<file path="config.mk">
export PLATFORM = sky130hd
export DESIGN_NAME = axis_volume_ctrl
export DESIGN_NICKNAME = d
export VERILOG_FILES = /design/src/rtl/axis_audio_pkg.sv /design/src/rtl/gain_sat_channel.sv /design/src/rtl/axis_volume_ctrl.sv
export SDC_FILE = /design/constraint.sdc
export NUM_CORES = 1
export LEC_CHECK = 0
export BUFFER_PORTS_ARGS = -buffer_cell sky130_fd_sc_hd__buf_2
export CAP_MARGIN = 20
export CORE_MARGIN = 3
export CORE_UTILIZATION = 44
export DETAILED_ROUTE_END_ITERATION = 7
export GPL_TIMING_DRIVEN = 1
export HOLD_SLACK_MARGIN = 0.1
export SLEW_MARGIN = 15
export SYNTH_ARGS = -nofsm -noshare
export SYNTH_HDL_FRONTEND = slang
export SYNTH_SLANG_ARGS = --single-unit
</file>
<file path="constraint.sdc">
create_clock -name axis_clk -period 5.5 [get_ports axis_clk]
set_input_delay 1.65 -clock axis_clk [delete_from_list [all_inputs] [get_ports axis_clk]]
set_output_delay 1.65 -clock axis_clk [all_outputs]
set_load 0.005 [all_outputs]
</file>
<file path="src/rtl/axis_audio_pkg.sv">
// Shared types and constants for the stereo AXI-Stream audio blocks.
package axis_audio_pkg;

   localparam int unsigned SAMPLE_W   = 24;
   localparam int unsigned UNITY_GAIN = 128;
   // Number of fractional gain bits (Q1.7 when unity is 128).
   localparam int unsigned GAIN_FRAC  = $clog2(UNITY_GAIN);

   localparam logic signed [SAMPLE_W-1:0] SAMPLE_MAX = 24'sh7F_FFFF;
   localparam logic signed [SAMPLE_W-1:0] SAMPLE_MIN = 24'sh80_0000;

   typedef enum logic [2:0] {
      StRxL,
      StRxR,
      StMult,
      StSat,
      StTxL,
      StTxR
   } vol_state_e;

endpackage

</file>
<file path="src/rtl/gain_sat_channel.sv">
// One audio channel: signed sample times unsigned gain, rescale by the gain's
// fractional bits, and saturate back to the sample range.
module gain_sat_channel
   import axis_audio_pkg::*;
#(
   parameter int unsigned GAIN_W = 8
) (
   input  logic                clk_i,
   input  logic                rst_ni,
   input  logic                mult_en_i,
   input  logic                sat_en_i,
   input  logic [SAMPLE_W-1:0] sample_i,
   input  logic [GAIN_W-1:0]   gain_i,
   output logic [SAMPLE_W-1:0] result_o,
   output logic                sat_o
);

   // Full-precision product: signed sample times zero-extended gain.
   localparam int unsigned ProdW = SAMPLE_W + GAIN_W + 1;

   logic signed [ProdW-1:0] sample_ext;
   logic signed [ProdW-1:0] gain_ext;
   logic signed [ProdW-1:0] product_d, product_q;
   logic signed [ProdW-1:0] shifted;
   logic signed [ProdW-1:0] max_ext, min_ext;
   logic                    sat_hi, sat_lo;
   logic [SAMPLE_W-1:0]     result_d, result_q;

   assign sample_ext = {{(GAIN_W + 1){sample_i[SAMPLE_W-1]}}, sample_i};
   assign gain_ext   = {{(SAMPLE_W + 1){1'b0}}, gain_i};
   assign max_ext    = {{(ProdW - SAMPLE_W){SAMPLE_MAX[SAMPLE_W-1]}}, SAMPLE_MAX};
   assign min_ext    = {{(ProdW - SAMPLE_W){SAMPLE_MIN[SAMPLE_W-1]}}, SAMPLE_MIN};

   // Product and saturated rescale of the registered product.
   always_comb begin
      product_d = sample_ext * gain_ext;
      shifted   = product_q >>> GAIN_FRAC;
      sat_hi    = (shifted > max_ext);
      sat_lo    = (shifted < min_ext);
      result_d  = shifted[SAMPLE_W-1:0];
      if (sat_hi) begin
         result_d = SAMPLE_MAX;
      end else if (sat_lo) begin
         result_d = SAMPLE_MIN;
      end
   end

   // Product captured in the multiply step, result in the saturate step.
   always_ff @(posedge clk_i or negedge rst_ni) begin
      if (!rst_ni) begin
         product_q <= '0;
         result_q  <= '0;
      end else begin
         if (mult_en_i) begin
            product_q <= product_d;
         end
         if (sat_en_i) begin
            result_q <= result_d;
         end
      end
   end

   assign result_o = result_q;
   assign sat_o    = sat_hi | sat_lo;

endmodule

</file>
<file path="src/rtl/axis_volume_ctrl.sv">
// Stereo AXI-Stream volume control: collects a left/right packet, scales both
// channels by per-channel gains that ramp one step per packet, and sends the
// packet back out in the same two-word format.
module axis_volume_ctrl
   import axis_audio_pkg::*;
#(
   parameter int unsigned GAIN_W = 8
) (
   input  logic              axis_clk,
   input  logic              axis_resetn,
   input  logic [31:0]       s_axis_data,
   input  logic              s_axis_valid,
   output logic              s_axis_ready,
   input  logic              s_axis_last,
   output logic [31:0]       m_axis_data,
   output logic              m_axis_valid,
   input  logic              m_axis_ready,
   output logic              m_axis_last,
   input  logic [GAIN_W-1:0] gain_l,
   input  logic [GAIN_W-1:0] gain_r,
   input  logic              mute,
   output logic              clip,
   output logic              frame_err
);

   vol_state_e          state_q, state_d;
   logic [SAMPLE_W-1:0] sample_l_q, sample_l_d;
   logic [SAMPLE_W-1:0] sample_r_q, sample_r_d;
   logic [GAIN_W-1:0]   gain_l_q, gain_l_d;
   logic [GAIN_W-1:0]   gain_r_q, gain_r_d;
   logic [GAIN_W-1:0]   target_l, target_r;
   logic                ready_q, ready_d;
   logic                valid_q, valid_d;
   logic                last_q, last_d;
   logic                clip_q, clip_d;
   logic                frame_err_q, frame_err_d;
   logic                rx_hs, tx_hs;
   logic [SAMPLE_W-1:0] result_l, result_r;
   logic                sat_l, sat_r;
   logic                unused_data;

   // Upper byte of each input word carries no audio.
   assign unused_data = ^s_axis_data[31:SAMPLE_W];

   assign rx_hs    = s_axis_valid & ready_q;
   assign tx_hs    = m_axis_ready & valid_q;
   assign target_l = mute ? '0 : gain_l;
   assign target_r = mute ? '0 : gain_r;

   // One unit toward the target; never leaves the range spanned by cur and tgt.
   function automatic logic [GAIN_W-1:0] ramp_step(input logic [GAIN_W-1:0] cur,
                                                   input logic [GAIN_W-1:0] tgt);
      logic [GAIN_W-1:0] nxt;
      nxt = cur;
      if (cur < tgt) begin
         nxt = cur + GAIN_W'(1);
      end else if (cur > tgt) begin
         nxt = cur - GAIN_W'(1);
      end
      return nxt;
   endfunction

   // Next-state, sample capture, gain ramp and registered output decode.
   always_comb begin
      state_d     = state_q;
      sample_l_d  = sample_l_q;
      sample_r_d  = sample_r_q;
      gain_l_d    = gain_l_q;
      gain_r_d    = gain_r_q;
      frame_err_d = 1'b0;
      clip_d      = 1'b0;
      case (state_q)
         StRxL: begin
            if (rx_hs) begin
               if (!s_axis_last) begin
                  sample_l_d = s_axis_data[SAMPLE_W-1:0];
                  state_d    = StRxR;
               end else begin
                  frame_err_d = 1'b1;
               end
            end
         end
         StRxR: begin
            if (rx_hs) begin
               if (s_axis_last) begin
                  sample_r_d = s_axis_data[SAMPLE_W-1:0];
                  state_d    = StMult;
               end else begin
                  // A second left word replaces the first one.
                  sample_l_d  = s_axis_data[SAMPLE_W-1:0];
                  frame_err_d = 1'b1;
               end
            end
         end
         StMult: state_d = StSat;
         StSat: begin
            clip_d  = sat_l | sat_r;
            state_d = StTxL;
         end
         StTxL: begin
            if (tx_hs) begin
               state_d = StTxR;
            end
         end
         StTxR: begin
            if (tx_hs) begin
               gain_l_d = ramp_step(gain_l_q, target_l);
               gain_r_d = ramp_step(gain_r_q, target_r);
               state_d  = StRxL;
            end
         end
         default: state_d = StRxL;
      endcase
      // Handshake flags follow the state being entered, so they register cleanly.
      ready_d = (state_d == StRxL) || (state_d == StRxR);
      valid_d = (state_d == StTxL) || (state_d == StTxR);
      last_d  = (state_d == StTxR);
   end

   // State and datapath registers, all cleared by reset.
   always_ff @(posedge axis_clk or negedge axis_resetn) begin
      if (!axis_resetn) begin
         state_q     <= StRxL;
         sample_l_q  <= '0;
         sample_r_q  <= '0;
         gain_l_q    <= '0;
         gain_r_q    <= '0;
         ready_q     <= 1'b0;
         valid_q     <= 1'b0;
         last_q      <= 1'b0;
         clip_q      <= 1'b0;
         frame_err_q <= 1'b0;
      end else begin
         state_q     <= state_d;
         sample_l_q  <= sample_l_d;
         sample_r_q  <= sample_r_d;
         gain_l_q    <= gain_l_d;
         gain_r_q    <= gain_r_d;
         ready_q     <= ready_d;
         valid_q     <= valid_d;
         last_q      <= last_d;
         clip_q      <= clip_d;
         frame_err_q <= frame_err_d;
      end
   end

   gain_sat_channel #(
      .GAIN_W (GAIN_W)
   ) u_chan_l (
      .clk_i     (axis_clk),
      .rst_ni    (axis_resetn),
      .mult_en_i (state_q == StMult),
      .sat_en_i  (state_q == StSat),
      .sample_i  (sample_l_q),
      .gain_i    (gain_l_q),
      .result_o  (result_l),
      .sat_o     (sat_l)
   );

   gain_sat_channel #(
      .GAIN_W (GAIN_W)
   ) u_chan_r (
      .clk_i     (axis_clk),
      .rst_ni    (axis_resetn),
      .mult_en_i (state_q == StMult),
      .sat_en_i  (state_q == StSat),
      .sample_i  (sample_r_q),
      .gain_i    (gain_r_q),
      .result_o  (result_r),
      .sat_o     (sat_r)
   );

   assign s_axis_ready = ready_q;
   assign m_axis_valid = valid_q;
   assign m_axis_last  = last_q;
   assign m_axis_data  = {{(32 - SAMPLE_W){1'b0}}, (last_q ? result_r : result_l)};
   assign clip         = clip_q;
   assign frame_err    = frame_err_q;

endmodule

</file>
Word level (Yosys, flattened, before mapping)
Index checks and enable logic that the tools add are counted.
Widths: inputs -> output; s select.
- flip-flop bits (word level): 186
- bits in latches: 0
- RAM bits: 0
- memory bits (read-only): 0
- output and inout port bits: 37
- memories: 0
- add/sub/neg operators: 4
- multipliers: 2
- divide/modulo/power cells: 0
- $lt $le $gt $ge: 8
- equality and inequality tests: 8
- shift operators: 0
- muxes and demuxes: 24
- bitwise operators: 6
- reductions and logical operators: 11
- operator list (kind ; number):
    $mux 24 ; 5
    $mul 24x9->33 ; 2
    $gt 26x24->1 const B ; 2
    $lt 26x24->1 const B ; 2
    $mux 8 ; 6
    $mux 3 ; 6
    $pmux 3 s6 ; 1
    $add 8x1->8 const B ; 2
    $gt 8x8->1 ; 2
    $lt 8x8->1 ; 2
    $sub 8x1->8 const B ; 2
    $eq 3x3->1 const B ; 4
    $reduce_and 3->1 ; 4
    $eq 3x1->1 const B ; 2
    $eq 3x2->1 const B ; 2
    $logic_not 3->1 ; 2
    $mux 1 ; 5
    $reduce_bool 2->1 ; 2
    $or 1x1->1 ; 3
    $and 1x1->1 ; 2
    $logic_or 1x1->1 ; 2
    $pmux 1 s2 ; 1
    $reduce_or 2->1 ; 1
    $not 1->1 ; 1

Depth between registers and ports, before layout
- depth after elaboration: 5
- mapped depth: 20

By module
From an unflattened synthesis, not the netlist that was laid out.
- cell total of the unflattened synthesis: 2346
- area, all modules: 21745.9 µm²
- modules (own cells, without submodules) (module ; times used ; cells an instance ; area an instance (µm²) ; seq. area each (µm²)):
    gain_sat_channel (u_chan_r) ; 1 ; 1038 ; 9009.9 ; 1251.2
    gain_sat_channel (u_chan_l) ; 1 ; 969 ; 8594.5 ; 1251.2
    axis_volume_ctrl ; 1 ; 339 ; 4141.5 ; 1801.7

Worst setup path before layout
Ideal clock, no wire load.
- kind: reg2reg
- start: register gain_r_q[2]
- end: register u_chan_r.product_q[32]
- data arrival time: 4.951 ns
- required time: 5.364 ns
- setup slack: 0.413 ns
- stages on the path, launching flop included: 19
- path buffers: 2
- cell sequence: dfrtp_1 > clkbuf_1 > clkbuf_1 > nand2_1 > fa_1 > inv_1 > fa_1 > inv_1 > fa_1 > fa_1 > inv_1 > ha_1 > a21oi_1 > o211ai_1 > o31ai_1 > a211oi_1 > a21oi_1 > xnor2_1 > o21ai_0
- cells in the longest elaborated chain, start to end: 1
- ends and longest elaborated chain (what ; RTL line ; source):
    from (decl) ; axis_volume_ctrl.sv:30 ; logic [GAIN_W-1:0] gain_r_q, gain_r_d;
    from (signal assigned) ; axis_volume_ctrl.sv:138 ; gain_r_q <= gain_r_d;
    $mul 24x9->33 ; gain_sat_channel.sv:36 ; product_d = sample_ext * gain_ext;
    to (signal assigned) ; gain_sat_channel.sv:55 ; product_q <= product_d;
    to (decl) ; gain_sat_channel.sv:23 ; logic signed [ProdW-1:0] product_d, product_q;
Every way passes these cells.
A chain may end at the register's enable or synchronous reset.

Worst setup path in the final report
- start: register gain_r_q[5]
- end: register u_chan_r.product_q[32]
Same word-level chain as after synthesis.

==> flow_metrics.py <==
metrics = {
    "status": {
        "outcome": "finished clean",
    },
    "worst_setup_path": {
        "crit_type": "reg -> reg",
        "ff2ff_path_depth": 16,
        "crit_required_ns": 5.82,
        "critPathMaxFanout": 15,
        "cp-end-kind": "flip-flop",
        "r2r_end": "u_chan_r.product_q[32]$_DFFE_PN0N_",
        "worstPathArrival_ns": 5.51,
        "r2r_setup_slack_ns": 0.31,
        "critPathLaunchType": "flip-flop",
        "r2r-start": "gain_r_q[5]$_DFFE_PN0P_",
    },
    "sta": {
        "fmax_mhz": 192.5,
        "final.period_utilization": 0.9443,
        "hold_violations": 0,
        "skew_ns": 0.01127,
        "slew_violations": 0,
        "fin_crit_ns": 5.194,
        "totalNegativeSetupSlack_ns": 0,
        "worst_pin_slew_ns": 0.9680,
        "setup_viol": 0,
        "rsz0062_at_grt": "false",
        "max_slew_margin": 0.3546,
    },
    "global_routing": {
        "antenna_found_initial": 1,
        "grt_pass1_wl_mm": 82.68,
        "grt_use_total": 0.2068,
        "grt_pass1_vias": 15500,
        "grt.overflow.total": 0,
        "grt_max_degree": 69,
    },
    "min_path": {
        "min_to": "u_chan_r.result_o[2]$_DFFE_PN0N_",
        "holdCritStartpoint": "u_chan_r.result_o[2]$_DFFE_PN0N_",
        "hold_depth": 2,
        "hold_class": "reg -> reg",
    },
    "placement": {
        "io_buffers": 74,
        "placed_area_mm2": 0.02203,
        "gp_congestion": 0.8791,
        "post-dp-hpwl_mm": 40.88,
    },
    "synthesis": {
        "synth_xor_area_frac": 0.02967,
        "ys.flop_type": "dfrtp_1",
        "synth_top_family_by_area": "adder cells",
        "synth-compound-area-share": 0.07824,
        "synth_cell_type_count": 66,
        "synth_area_per_cell_um2": 9.249,
        "yosys.area_share.simple": 0.1560,
        "syn_inst": 2234,
        "ys_seq_area_frac": 0.2083,
        "syn_area_mm2": 0.02066,
        "synthArstFlopShare": 1.000,
        "synth_adder_area_share": 0.3827,
        "synth-edff-count": 0,
        "synthMuxAreaShare": 0.04887,
        "yosysWarningCount": 0,
        "ys_seq_elements": 172,
    },
    "drt": {
        "first_iter_violations": 993,
        "wl_mm": 49.31,
        "vias_per_cell": 5.049,
        "first_pass_iters": 5,
        "vias": 14770,
        "drt-wirelength-per-cell_um": 16.86,
        "ant_nets": 0,
        "drc": 0,
    },
    "clock_network": {
        "cts_root_buf": "clkbuf_16",
        "clk_pin_slew_worst_paths_ns": 0.08,
        "clockBufferDepth": 2,
        "cts_tree": "built",
        "h-tree-depth": 4,
        "cts_num_sinks": 172,
        "insertion_delay_ns": 0.46,
        "cts_buffers": 17,
    },
    "finish": {
        "stdcell_area_mm2": 0.02267,
        "syn2layout_area_growth_pct": 9.707,
        "fin_nets": 2817,
        "layout-drive-gt1-share": 0.1274,
    },
    "floorplanning": {
        "die_w_um": 222.7,
        "start_util": 0.4505,
        "row_count": 78,
        "dieArea_mm2": 0.04960,
        "ios": 91,
        "coreArea_mm2": 0.04587,
        "die_h_um": 222.7,
    },
    "run": {
        "max_cap_viol_count": 0,
    },
}
-- worst max path at each step --
stage	start	end	slack (ns)	depth (start not counted)
floorplan	gain_r_q[2]$_DFFE_PN0P_	u_chan_r.product_q[32]$_DFFE_PN0N_	0.41	18
detailed placement	gain_r_q[4]$_DFFE_PN0P_	u_chan_r.product_q[32]$_DFFE_PN0N_	0.19	16
global placement	gain_r_q[1]$_DFFE_PN0P_	u_chan_r.product_q[32]$_DFFE_PN0N_	0.22	18
global route	gain_r_q[5]$_DFFE_PN0P_	u_chan_r.product_q[32]$_DFFE_PN0N_	0.02	16
finish	gain_r_q[5]$_DFFE_PN0P_	u_chan_r.product_q[32]$_DFFE_PN0N_	0.31	16
CTS	gain_r_q[4]$_DFFE_PN0P_	u_chan_r.product_q[32]$_DFFE_PN0N_	0.17	16
-- cell usage in the layout, fill, tap and decap left out, types with 71 or more instances in the layout --
cell     Yosys  final
dfrtp_1    172    164
buf_4        8     77
fa_1       300    300
nor2_1      71     71
and2_1     179    179
inv_1      417    417
buf_2        1     73
nand2_1    323    322
mux2_2      87     87
o21ai_0     99     98
ha_1       152    152
-- worst max-delay path, cell delays in order (launching register included) --
cell and delay (ns):
dfrtp_2 0.51, buf_4 0.27, nand2_1 0.10, fa_1 0.65
fa_1 0.47, fa_1 0.52, fa_1 0.54, inv_1 0.05
ha_1 0.34, a21o_1 0.19, a21oi_1 0.25, o211ai_1 0.17
o31ai_1 0.33, a211oi_1 0.11, a21oi_1 0.20, xnor2_1 0.20
o21ai_0 0.11
-- layout make-up --
class | instances | area (um2)
diodes | 1 | 2.502
clock buffers | 18 | 429.2
clock inverters | 14 | 172.7
fillers | 4356 | 23200
inverters | 417 | 1565
multi-input cells | 1549 | 14420
flip-flops and latches | 172 | 4314
well taps | 600 | 750.7
repair buffers | 154 | 1015
-- per-layer routing --
metal  GRT usage  wire length [um]  vias to the layer above
met1      0.3130             24860                     7384
li1            -                 -                     7046
met2      0.3138             21350                      300
met5           0                 0                        -
met3     0.03580              2340                       38
met4     0.04040               755                        0
-- flip-flops by register name (all words and copies together) (netlist names) --
register / cells
clip: 1
frame_err: 1
gain_l_q: 8
gain_r_q: 8
m_axis_last: 1
m_axis_valid: 1
s_axis_ready: 1
sample_l_q: 24
sample_r_q: 24
state_q: 3
u_chan_l.product_q: 26
u_chan_l.result_o: 24
u_chan_r.product_q: 26
u_chan_r.result_o: 24
-- through the flow --
stage | std cells | utilization | setup WS (ns) | hold slack, ns
final | 2925 | 0.4942 | 0.3065 | 0.4817
after global routing | 2924 | 0.4941 | 0.01678 | 0.4950
after CTS | 2923 | 0.4934 | 0.1693 | 0.4840
after detailed placement | 2891 | 0.4803 | 0.1931 | 0.4672
after global placement | 2891 | 0.4803 | 0.2230 | 0.4585
after floorplan | 2241 | - | 0.4131 | 0.4394
-- cells by family (layout without fill, tap and decap cells) --
kind of cell | after synthesis | in the layout
simple gates | 668 | 668
xor+xnor | 70 | 70
flops | 172 | 172
compound gates | 261 | 261
other cells | 1 | 9
fa+ha+maj | 452 | 452
mux | 90 | 90
buf+inv | 520 | 603
-- synth_stat cells (3+ instances only) --
| cell | instances | share of area |
|---|---|---|
| inv_1 | 417 | 0.076 |
| nand2_1 | 323 | 0.059 |
| fa_1 | 300 | 0.29 |
| and2_1 | 179 | 0.054 |
| dfrtp_1 | 172 | 0.21 |
| ha_1 | 152 | 0.092 |
| o21ai_0 | 99 | 0.024 |
| mux2_2 | 87 | 0.047 |
| clkbuf_1 | 78 | 0.014 |
| nor2_1 | 71 | 0.013 |
| a21oi_1 | 59 | 0.014 |
| xnor2_1 | 40 | 0.017 |
| a21o_1 | 32 | 0.012 |
| xor2_1 | 30 | 0.013 |
| nand2b_1 | 18 | 0.0055 |
| buf_1 | 16 | 0.0029 |
| o21bai_1 | 15 | 0.0055 |
| nand4_1 | 13 | 0.0039 |
| and3_1 | 12 | 0.0036 |
| nand3_1 | 12 | 0.0029 |
| o21ai_1 | 9 | 0.0022 |
| buf_4 | 8 | 0.0029 |
| nor2b_1 | 7 | 0.0021 |
| nand3b_1 | 6 | 0.0022 |
| nor3_1 | 5 | 0.0012 |
| o31ai_1 | 5 | 0.0018 |
| and4_1 | 4 | 0.0017 |
| nor3b_1 | 4 | 0.0015 |
| o211ai_1 | 4 | 0.0015 |
| or3_1 | 4 | 0.0012 |
| a211oi_1 | 3 | 0.0011 |
| a21boi_1 | 3 | 0.0011 |
| a221oi_1 | 3 | 0.0013 |
| a31oi_1 | 3 | 0.00091 |
| mux2i_1 | 3 | 0.0015 |
| o21a_1 | 3 | 0.0011 |
-- what timing repair did --
action / in CTS / in global routing
endpoints found under the setup margin: 0 / 19
hold endpoints to repair: 0 / 0
gates resized for setup: 0 / 10
hold buffers: 0 / 0
buffers inserted: 0 / 1
Power is not shown: default switching activity piles up to over one toggle a cycle in this logic, so the estimate is an artifact.
